--- config.mk ---
export PLATFORM = sky130hd
export DESIGN_NAME = adc_scan_sequencer_flat
export DESIGN_NICKNAME = d
export VERILOG_FILES = /design/src/rtl/adc_scan_sequencer_if.sv /design/src/rtl/adc_scan_sequencer.sv /design/src/flat_wrapper.sv
export SDC_FILE = /design/constraint.sdc
export NUM_CORES = 1
export LEC_CHECK = 0
export CAP_MARGIN = 10
export CORE_MARGIN = 3
export CORE_UTILIZATION = 39
export DETAILED_ROUTE_END_ITERATION = 10
export GPL_TIMING_DRIVEN = 0
export REMOVE_ABC_BUFFERS = 1
export SETUP_SLACK_MARGIN = 0.3
export SYNTH_ARGS = -nofsm -noshare
export SYNTH_HDL_FRONTEND = slang
export SYNTH_SLANG_ARGS = --single-unit
--- constraint.sdc ---
create_clock -name clk -period 3.3 [get_ports clk]
set_input_delay 0.66 -clock clk [delete_from_list [all_inputs] [get_ports clk]]
set_output_delay 0.66 -clock clk [all_outputs]
set_load 0.01 [all_outputs]
--- src/rtl/adc_scan_sequencer_if.sv ---
// adc_scan_sequencer_if: requester-side bus and ADC serial pins of the scan sequencer
interface adc_scan_sequencer_if #(parameter int N_REQ = 4);
  logic [N_REQ-1:0] req;
  logic [3*N_REQ-1:0] chan;
  logic [N_REQ-1:0] sgl;
  logic [N_REQ-1:0] grant;
  logic [N_REQ-1:0] done;
  logic [9:0] result;
  logic busy;
  logic AD_CLK;
  logic CS;
  logic DIN;
  logic DOUT;
  modport master(input req, chan, sgl, DOUT, output grant, done, result, busy, AD_CLK, CS, DIN);
  modport slave(output req, chan, sgl, DOUT, input grant, done, result, busy, AD_CLK, CS, DIN);
endinterface

--- src/rtl/adc_scan_sequencer.sv ---
// adc_scan_sequencer: round-robin arbiter and SPI command/readback engine for a shared 8-channel 10-bit ADC
module adc_scan_sequencer #(
  parameter int CLK_DIV = 1350,
  parameter int N_REQ = 4,
  parameter int CS_IDLE = 2
) (
  input logic clk,
  input logic rst_n,
  adc_scan_sequencer_if.master bus
);
  localparam int HW = $clog2(CLK_DIV);
  localparam int IDLE_CLK = CS_IDLE * 2 * CLK_DIV;
  localparam int IW = (IDLE_CLK > 2) ? $clog2(IDLE_CLK) : 1;
  typedef enum logic [1:0] {S_IDLE, S_CONV, S_CSHI} state_t;
  state_t r_state;
  logic [2:0] r_ptr;
  logic [HW-1:0] r_hcnt;
  logic [IW-1:0] r_icnt;
  logic [4:0] r_k;
  logic [2:0] r_chan;
  logic r_sgl;
  logic [9:0] r_shift;
  logic [N_REQ-1:0] r_grant;
  logic [N_REQ-1:0] r_done;
  logic [9:0] r_result;
  logic r_busy;
  logic r_ad_clk;
  logic r_cs;
  logic r_din;
  logic w_found;
  logic [2:0] w_sel;
  logic [3:0] w_idx;
  logic [2:0] w_nptr;
  logic w_din_next;
  assign bus.grant = r_grant;
  assign bus.done = r_done;
  assign bus.result = r_result;
  assign bus.busy = r_busy;
  assign bus.AD_CLK = r_ad_clk;
  assign bus.CS = r_cs;
  assign bus.DIN = r_din;
  assign w_nptr = (w_sel == 3'(N_REQ - 1)) ? 3'd0 : w_sel + 3'd1;
  assign w_din_next = (r_k == 5'd1) ? r_sgl :
                      (r_k == 5'd2) ? r_chan[2] :
                      (r_k == 5'd3) ? r_chan[1] :
                      (r_k == 5'd4) ? r_chan[0] : 1'b0;
  // first requesting index at or after ptr, scanning backwards so the nearest one wins
  always_comb begin
    w_found = 1'b0;
    w_sel = 3'd0;
    w_idx = 4'd0;
    for (int j = N_REQ - 1; j >= 0; j--) begin
      w_idx = {1'b0, r_ptr} + 4'(j);
      w_idx = (w_idx >= 4'(N_REQ)) ? w_idx - 4'(N_REQ) : w_idx;
      if (1'(bus.req >> w_idx)) begin
        w_found = 1'b1;
        w_sel = w_idx[2:0];
      end
    end
  end
  // sequencer FSM: arbitrate, clock out the command, shift in the result, hold CS high
  always_ff @(posedge clk or negedge rst_n) begin
    if (!rst_n) begin
      r_state <= S_IDLE;
      r_ptr <= 3'd0;
      r_hcnt <= '0;
      r_icnt <= '0;
      r_k <= 5'd0;
      r_chan <= 3'd0;
      r_sgl <= 1'b0;
      r_shift <= 10'd0;
      r_grant <= '0;
      r_done <= '0;
      r_result <= 10'd0;
      r_busy <= 1'b0;
      r_ad_clk <= 1'b0;
      r_cs <= 1'b1;
      r_din <= 1'b0;
    end else begin
      r_done <= '0;
      case (r_state)
        S_IDLE: if (w_found) begin
          r_state <= S_CONV;
          r_grant <= N_REQ'(1) << w_sel;
          r_busy <= 1'b1;
          r_cs <= 1'b0;
          r_din <= 1'b1;
          r_chan <= 3'(bus.chan >> ({2'b0, w_sel} * 5'd3));
          r_sgl <= 1'(bus.sgl >> w_sel);
          r_ptr <= w_nptr;
          r_hcnt <= '0;
          r_k <= 5'd0;
          r_ad_clk <= 1'b0;
        end
        S_CONV: if (r_hcnt == HW'(CLK_DIV - 1)) begin
          r_hcnt <= '0;
          if (!r_ad_clk && r_k == 5'd17) begin
            r_cs <= 1'b1;
            r_din <= 1'b0;
            r_result <= r_shift;
            r_done <= r_grant;
            r_grant <= '0;
            r_icnt <= '0;
            r_state <= S_CSHI;
          end else if (!r_ad_clk) begin
            r_ad_clk <= 1'b1;
            r_k <= r_k + 5'd1;
            if (r_k >= 5'd7) r_shift <= {r_shift[8:0], bus.DOUT};
          end else begin
            r_ad_clk <= 1'b0;
            r_din <= w_din_next;
          end
        end else begin
          r_hcnt <= r_hcnt + 1'b1;
        end
        S_CSHI: if (r_icnt == IW'(IDLE_CLK - 1)) begin
          r_busy <= 1'b0;
          r_state <= S_IDLE;
        end else begin
          r_icnt <= r_icnt + 1'b1;
        end
        default: begin
          r_state <= S_IDLE;
          r_grant <= '0;
          r_done <= '0;
          r_result <= 10'd0;
          r_busy <= 1'b0;
          r_ad_clk <= 1'b0;
          r_cs <= 1'b1;
          r_din <= 1'b0;
        end
      endcase
    end
  end
endmodule

--- src/flat_wrapper.sv ---
// flat-port wrapper written by rule: the top's interface ports become plain ports
module adc_scan_sequencer_flat 
#(
  parameter int CLK_DIV = 1350,
  parameter int N_REQ = 4,
  parameter int CS_IDLE = 2
)
  (clk, rst_n, bus_req, bus_chan, bus_sgl, bus_DOUT, bus_grant, bus_done, bus_result, bus_busy, bus_AD_CLK, bus_CS, bus_DIN);
  adc_scan_sequencer_if #(.N_REQ(N_REQ)) bus_i ();
  input logic clk;
  input logic rst_n;
  input wire logic [$bits(bus_i.req)-1:0] bus_req;
  input wire logic [$bits(bus_i.chan)-1:0] bus_chan;
  input wire logic [$bits(bus_i.sgl)-1:0] bus_sgl;
  input wire logic [$bits(bus_i.DOUT)-1:0] bus_DOUT;
  output wire logic [$bits(bus_i.grant)-1:0] bus_grant;
  output wire logic [$bits(bus_i.done)-1:0] bus_done;
  output wire logic [$bits(bus_i.result)-1:0] bus_result;
  output wire logic [$bits(bus_i.busy)-1:0] bus_busy;
  output wire logic [$bits(bus_i.AD_CLK)-1:0] bus_AD_CLK;
  output wire logic [$bits(bus_i.CS)-1:0] bus_CS;
  output wire logic [$bits(bus_i.DIN)-1:0] bus_DIN;
  assign bus_i.req = bus_req;
  assign bus_i.chan = bus_chan;
  assign bus_i.sgl = bus_sgl;
  assign bus_i.DOUT = bus_DOUT;
  assign bus_grant = bus_i.grant;
  assign bus_done = bus_i.done;
  assign bus_result = bus_i.result;
  assign bus_busy = bus_i.busy;
  assign bus_AD_CLK = bus_i.AD_CLK;
  assign bus_CS = bus_i.CS;
  assign bus_DIN = bus_i.DIN;
  adc_scan_sequencer #(.CLK_DIV(CLK_DIV), .N_REQ(N_REQ), .CS_IDLE(CS_IDLE)) u_core (.clk(clk), .rst_n(rst_n), .bus(bus_i));
endmodule
# Yosys cells after proc, flatten, opt, wreduce, memory -nomap -nowiden

Cells that the tools add are included.

Flip-flop bits (word level): 70
Bits in latches: 0
Bits in writable memories: 0
Bits in read-only memories: 0
Input bits: 23
Output and inout port bits: 22
Word-level logic and storage cells: 138
Memories kept: 0

Add/subtract/negate cells: 11
Multiply operators: 1
Divide/modulo/power cells: 0
$lt $le $gt $ge: 5
Eq/ne operators: 18
Shift-type cells: 7
Multiplexer cells: 59
Bitwise gates (word level): 5
Reductions and logical operators: 17

Operator list:

| cell                                                                                | number |
|---|---|
| 4-bit 2-to-1 mux                                                                    | 10 |
| 13-bit 2-to-1 mux                                                                   | 3 |
| 13-bit case mux with 2 select lines                                                 | 1 |
| 11-bit 2-to-1 mux                                                                   | 2 |
| 11-bit case mux with 2 select lines                                                 | 1 |
| 10-bit 2-to-1 mux                                                                   | 2 |
| 5-bit 2-to-1 mux                                                                    | 4 |
| 10-bit case mux with 2 select lines                                                 | 1 |
| 4-bit AND reduction                                                                 | 5 |
| 1-bit 2-to-1 mux                                                                    | 19 |
| 4-bit by 4-bit right shift with 1-bit output                                        | 4 |
| 3-bit 2-to-1 mux                                                                    | 5 |
| 13-bit by 1-bit adder with 13-bit output, second input constant                     | 1 |
| 13-bit == test, second input constant                                               | 1 |
| 4-bit by 3-bit greater-or-equal comparator with 1-bit output, second input constant | 3 |
| 1-bit case mux with 3 select lines                                                  | 4 |
| 4-bit case mux with 3 select lines                                                  | 1 |
| 12-bit by 5-bit right shift with 3-bit output                                       | 1 |
| 4-bit by 3-bit subtractor with 4-bit output, second input constant                  | 3 |
| 11-bit by 1-bit adder with 11-bit output, second input constant                     | 1 |
| 11-bit == test, second input constant                                               | 1 |
| 5-bit by 2-bit == test with 1-bit output, second input constant                     | 2 |
| 5-bit case mux with 2 select lines                                                  | 1 |
| 5-bit AND reduction                                                                 | 2 |
| other kinds (29)                                                                    | 45 |

# Logic depth before layout (Yosys ltp)

Depth in word-level cells: 11
Gate-level depth with buffers: 12
Mapped depth without buffers: 11

# Worst setup path after synthesis

OpenSTA, ideal clock, no wires.

Path type: reg2reg
Start point: register u_core.r_ptr[1]
End point: register u_core.r_ptr[1]
Setup time: 134 ps
Arrival: 2876 ps
Data required time: 3166 ps
Path slack: 290 ps
Cell stages (with the launch flop): 11
Buffers on the path: 1
Period minus slack after synthesis: 3010 ps
Cells stage by stage: dfrtp_1 > clkbuf_1 > inv_1 > ha_1 > mux4_1 > or3_1 > a31oi_1 > or2_2 > ha_1 > nand2_1 > o21ai_0

Word-level cells in the longest chain between the ends: 10
Elaborated cells between the ends (all ways): 31
Classes of those cells: add/sub (8); order compare (4); eq/ne (1); shift (4); mux (13); reduce/logical (1)

RTL lines:

| what                                                                                                                               | RTL line                 | RTL |
|---|---|---|
| start, declared                                                                                                                    | adc_scan_sequencer.sv:16 | `logic [2:0] r_ptr;` |
| start signal, assigned                                                                                                             | adc_scan_sequencer.sv:90 | `r_ptr <= w_nptr;` |
| 3-bit by 2-bit adder with 4-bit output                                                                                             | adc_scan_sequencer.sv:53 | `w_idx = {1'b0, r_ptr} + 4'(j);` |
| 4-bit by 3-bit subtractor with 4-bit output / 4-bit by 3-bit greater-or-equal comparator with 1-bit output (equally long branches) | adc_scan_sequencer.sv:54 | `w_idx = (w_idx >= 4'(N_REQ)) ? w_idx - 4'(N_REQ) : w_idx;` |
| 4-bit 2-to-1 mux                                                                                                                   | adc_scan_sequencer.sv:54 |  |
| 4-bit by 4-bit right shift with 1-bit output                                                                                       | adc_scan_sequencer.sv:55 | `if (1'(bus.req >> w_idx)) begin` |
| 3-bit 2-to-1 mux (3 in a row)                                                                                                      | adc_scan_sequencer.sv:55 |  |
| 3-bit 2-to-1 mux *                                                                                                                 | adc_scan_sequencer.sv:55 |  |
| 3-bit by 1-bit adder with 3-bit output / 3-bit by 2-bit == test with 1-bit output (equally long branches)                          | adc_scan_sequencer.sv:42 | `assign w_nptr = (w_sel == 3'(N_REQ - 1)) ? 3'd0 : w_sel + 3'd1;` |
| 3-bit 2-to-1 mux *                                                                                                                 | adc_scan_sequencer.sv:42 |  |
| via u_core.w_nptr[1]                                                                                                               | adc_scan_sequencer.sv:33 | `logic [2:0] w_nptr;` |

Mark *: on every way through the listed nets, which the timed path passes. The rest lies on a longest branch.
A chain may end at the register's enable or synchronous reset.

# Worst setup path in the final report

Start point: input port bus_req[3]
End point: register u_core.r_chan[0]

Word-level cells in the longest chain between the ends: 7
Elaborated cells between the ends (all ways): 15
Classes of those cells: mul (1); shift (5); mux (8); reduce/logical (1)

RTL lines:

| what                                          | RTL line                 | RTL |
|---|---|---|
| start, declared                               | flat_wrapper.sv:12       | `input wire logic [$bits(bus_i.req)-1:0] bus_req;` |
| 4-bit by 4-bit right shift with 1-bit output  | adc_scan_sequencer.sv:55 |  |
| 3-bit 2-to-1 mux (4 in a row)                 | adc_scan_sequencer.sv:55 |  |
| 3-bit by 2-bit multiplier with 5-bit output   | adc_scan_sequencer.sv:88 | `r_chan <= 3'(bus.chan >> ({2'b0, w_sel} * 5'd3));` |
| 12-bit by 5-bit right shift with 3-bit output | adc_scan_sequencer.sv:88 |  |
| end signal, assigned                          | adc_scan_sequencer.sv:88 |  |
| end, declared                                 | adc_scan_sequencer.sv:20 | `logic [2:0] r_chan;` |

Several ways; a longest one is shown, not always the timed one.

==> summary.md <==
| Metric | Value |
|---|---|
| Slew HR | 23.8% |
| Final worst slack | 0.389 ns |
| Number of cells on the worst reg-to-reg path | 8 |
| Critical Path End Type | register |
| VDD IR max | 0.220 mV |
| Worst reg2reg setup slack | 0.42 ns |
| Achievable Freq | 343 MHz |
| Comb power frac | 18.7% |
| Post-route cell area | 4840 um^2 |
| Max-slew violations | 0 |
| DRC | 0 |
| Area delta synth->final | 23.3% |
| Hold Path Class | in2async |
| Worst flop-to-flop path startpoint | u_core.r_ptr[1] |
| Antenna-violating nets left | 0 |
| FF+latch count, synth | 70 |
| CTS tree | yes |
| DR vias/cell | 5.46 |
| Drt first pass iters | 4 |
| Final Hold Fails | 0 |
| Asr flop ratio synth | 100% |
| Tcrit/Tclk final | 88.2% |
| Clock network fraction of design power | 33.8% |
| Initial core utilization | 41.3% |
| Clock transition at the registers of the reported paths | 0.08 ns |
| Synth cell count leaders | 69 x dfrtp_1, 47 x nor2_1, 34 x nand2_1 |
| Post-Route WL | 8690 um |
| Pwr/cell area | 437 nW/um^2 |
| Root Driver | clkbuf_8 |
| IO Pins | 45 |
| Row cnt | 35 |
| WP data required | 3.57 ns |
| Final setup vio count | 0 |
| Hold slack | 0.411 ns |
| CTS Hold Bufs | 0 |
| Worst r2r dst | u_core.r_chan[0] |
| Total power | 0.00211 W |
| Setup slack at placement | -0.722 ns |
| Die W | 106 um |
| Initial antenna violation count | 0 |
| H-tree depth | 3 |
| First-pass GRT wire length | 14,800 um |
| GRT Overall Usage | 16.0% |
| Port Buf Inserts | 44 |
| # nets final | 495 |
| Congestion Overflow GR | 0 |
| Net Switching | 0.000643 W |
| Max-Cap Viols | 0 |
| Initial drt markers | 128 |
| Ys flop type | dfrtp_1 |
| Yosys Warn Count | 0 |
| Placed Instance Area | 4480 um^2 |
| Flop pwr share | 47.5% |
| Via count | 3,226 |
| Max Buffers Root-to-Sink | 2 |
| Largest cells by area after synthesis | dfrtp_1 44%, ha_1 4.8%, nor2_1 4.5% |
| Status | finished clean |
| Share of cells above drive strength 1 | 15.8% |
| Routed WL per cell | 14.7 um |
| Vias in the first global route | 3,103 |
| Mapped Area | 3930 um^2 |
| Arr. time, crit path | 3.18 ns |
| Avg Inst Size Synth | 9.62 um^2 |
| Worst setup path category | in2reg |
| Cells after Synth | 408 |
| ANT cells | 0 |
| Clock skew | 0.0196 ns |
| Count leader, synth | dfrtp_1 |
| Sw Ratio | 30.4% |
| Sequential-to-total area share from yosys stat | 44.7% |
| Slew @ Worst Pin | 1.14 ns |
| Number of buffers created by CTS | 9 |
| Layout Utilization | 50.9% |
| Largest net degree at the start of global routing | 71 |
| RSZ-0062 raised after global routing | no |
| Worst-Skew Late Latency | 0.35 ns |
| Leak | 2.09 nW |
| CP Max Fanout | 7 |
| Yosys cell types | 56 |
| Die Ht | 106 um |
| P_int | 0.00147 W |
| Post-synth top area share | 44.0% |
| Core footprint | 9500 um^2 |
| Critical path startpoint category | input pin |
| Clock period minus worst slack | 2.91 ns |
| Fillers | 925 |
| Synth area leader | dfrtp_1 |
| HPWL after DPL | 5910 um |
| Die Footprint | 11,300 um^2 |
| GPL Wtd Cong | 0.829 |
| CTS sink count | 70 |
| Post-synth EDFFs | 0 |
[how the worst max path moves through the flow]
stage	startpoint	endpoint	slack (ns)	cells after the start
2_1_floorplan	u_core.r_ptr[0]	u_core.r_hcnt[10]	-0.81	8
3_3_place_gp	u_core.r_ptr[0]	u_core.r_hcnt[10]	-2.27	8
6_report	bus_req[3]	u_core.r_chan[0]	0.39	7
5_1_grt	u_core.r_ptr[1]	u_core.r_chan[0]	0.31	8
4_1_cts	bus_req[2]	u_core.r_chan[0]	0.35	8
3_5_place_dp	u_core.r_ptr[0]	u_core.r_ptr[1]	-0.72	10
[cells in the final DEF (no fill, tap or decap), types with 12 or more instances in the layout]
master and instances:
a21oi_1 13, clkdlybuf4s50_1 41, dfrtp_1 67, ha_1 13
inv_1 12, mux2_2 15, nand2_1 34, nand3_1 13
nor2_1 46, o21ai_0 33
[state kept, by name, indices dropped and copies added, names as in the netlist, 2 cells and up]
signal / count
u_core.r_shift: 10
u_core.r_chan: 3
u_core.r_state: 2
u_core.bus.result: 10
u_core.r_hcnt: 11
u_core.bus.grant: 4
u_core.r_k: 5
u_core.bus.done: 4
u_core.r_icnt: 13
u_core.r_ptr: 3
[repair_timing]
item / 4_1_cts / 5_1_grt
resized for setup: 15 / 8
pin swaps: 0 / 1
endpoints found under the setup margin: 32 / 14
setup buffers: 6 / 3
[area by class of cell]
| cell class | count | area (um^2) | area share, % |
|---|---|---|---|
| clock buffers | 9 | 124 | 2.56 |
| clock inverters | 7 | 78.8 | 1.63 |
| inverters | 13 | 48.8 | 1.01 |
| multi-input cells | 308 | 2140 | 44.2 |
| flip-flops and latches | 70 | 1760 | 36.3 |
| well taps | 129 | 161 | 3.34 |
| repair buffers | 55 | 529 | 10.9 |
[metal layers]
layer | routed length (um) | vias up | GRT usage (%)
met4 | 122 | 0 | 5.46
met3 | 339 | 10 | 3.34
met5 | 0 | - | 0
met2 | 4040 | 71 | 25.7
li1 | - | 1568 | -
met1 | 4200 | 1577 | 21.4
[metrics by stage]
stage,std cells,setup TNS [ns]
floorplan,391,-11.94
global placement,564,-103.06
detailed placement,566,-11.80
CTS,588,0
global route,591,0
finish,591,0
[worst max-delay path, stage by stage]
cell,delay [ns]
clkdlybuf4s50_1,0.50
mux4_2,0.57
o21ai_4,0.16
and2_4,0.24
mux2_4,0.30
or4_1,0.57
a31oi_1,0.18
[logic make-up after synthesis]
logic type,share of synthesized area (%)
multiplexers,7.24
adder cells (fa/ha/maj),4.78
XOR/XNOR,3.57
flip-flops,44.7
AO/OA/AOI/OAI,17.9
AND/OR/NAND/NOR,18.7
buffers and inverters,3.06
[power by group through the flow]
stage	logic (W)	registers [W]	clock network (W)
after floorplan	0.000226	0.00101	0
after detailed placement	0.000344	0.00103	0
final	0.000396	0.00100	0.000713
after CTS	0.000382	0.00100	0.000732
after global routing	0.000439	0.00101	0.000767
after global placement	0.000333	0.00102	0
(Power assumes the default switching activity.)
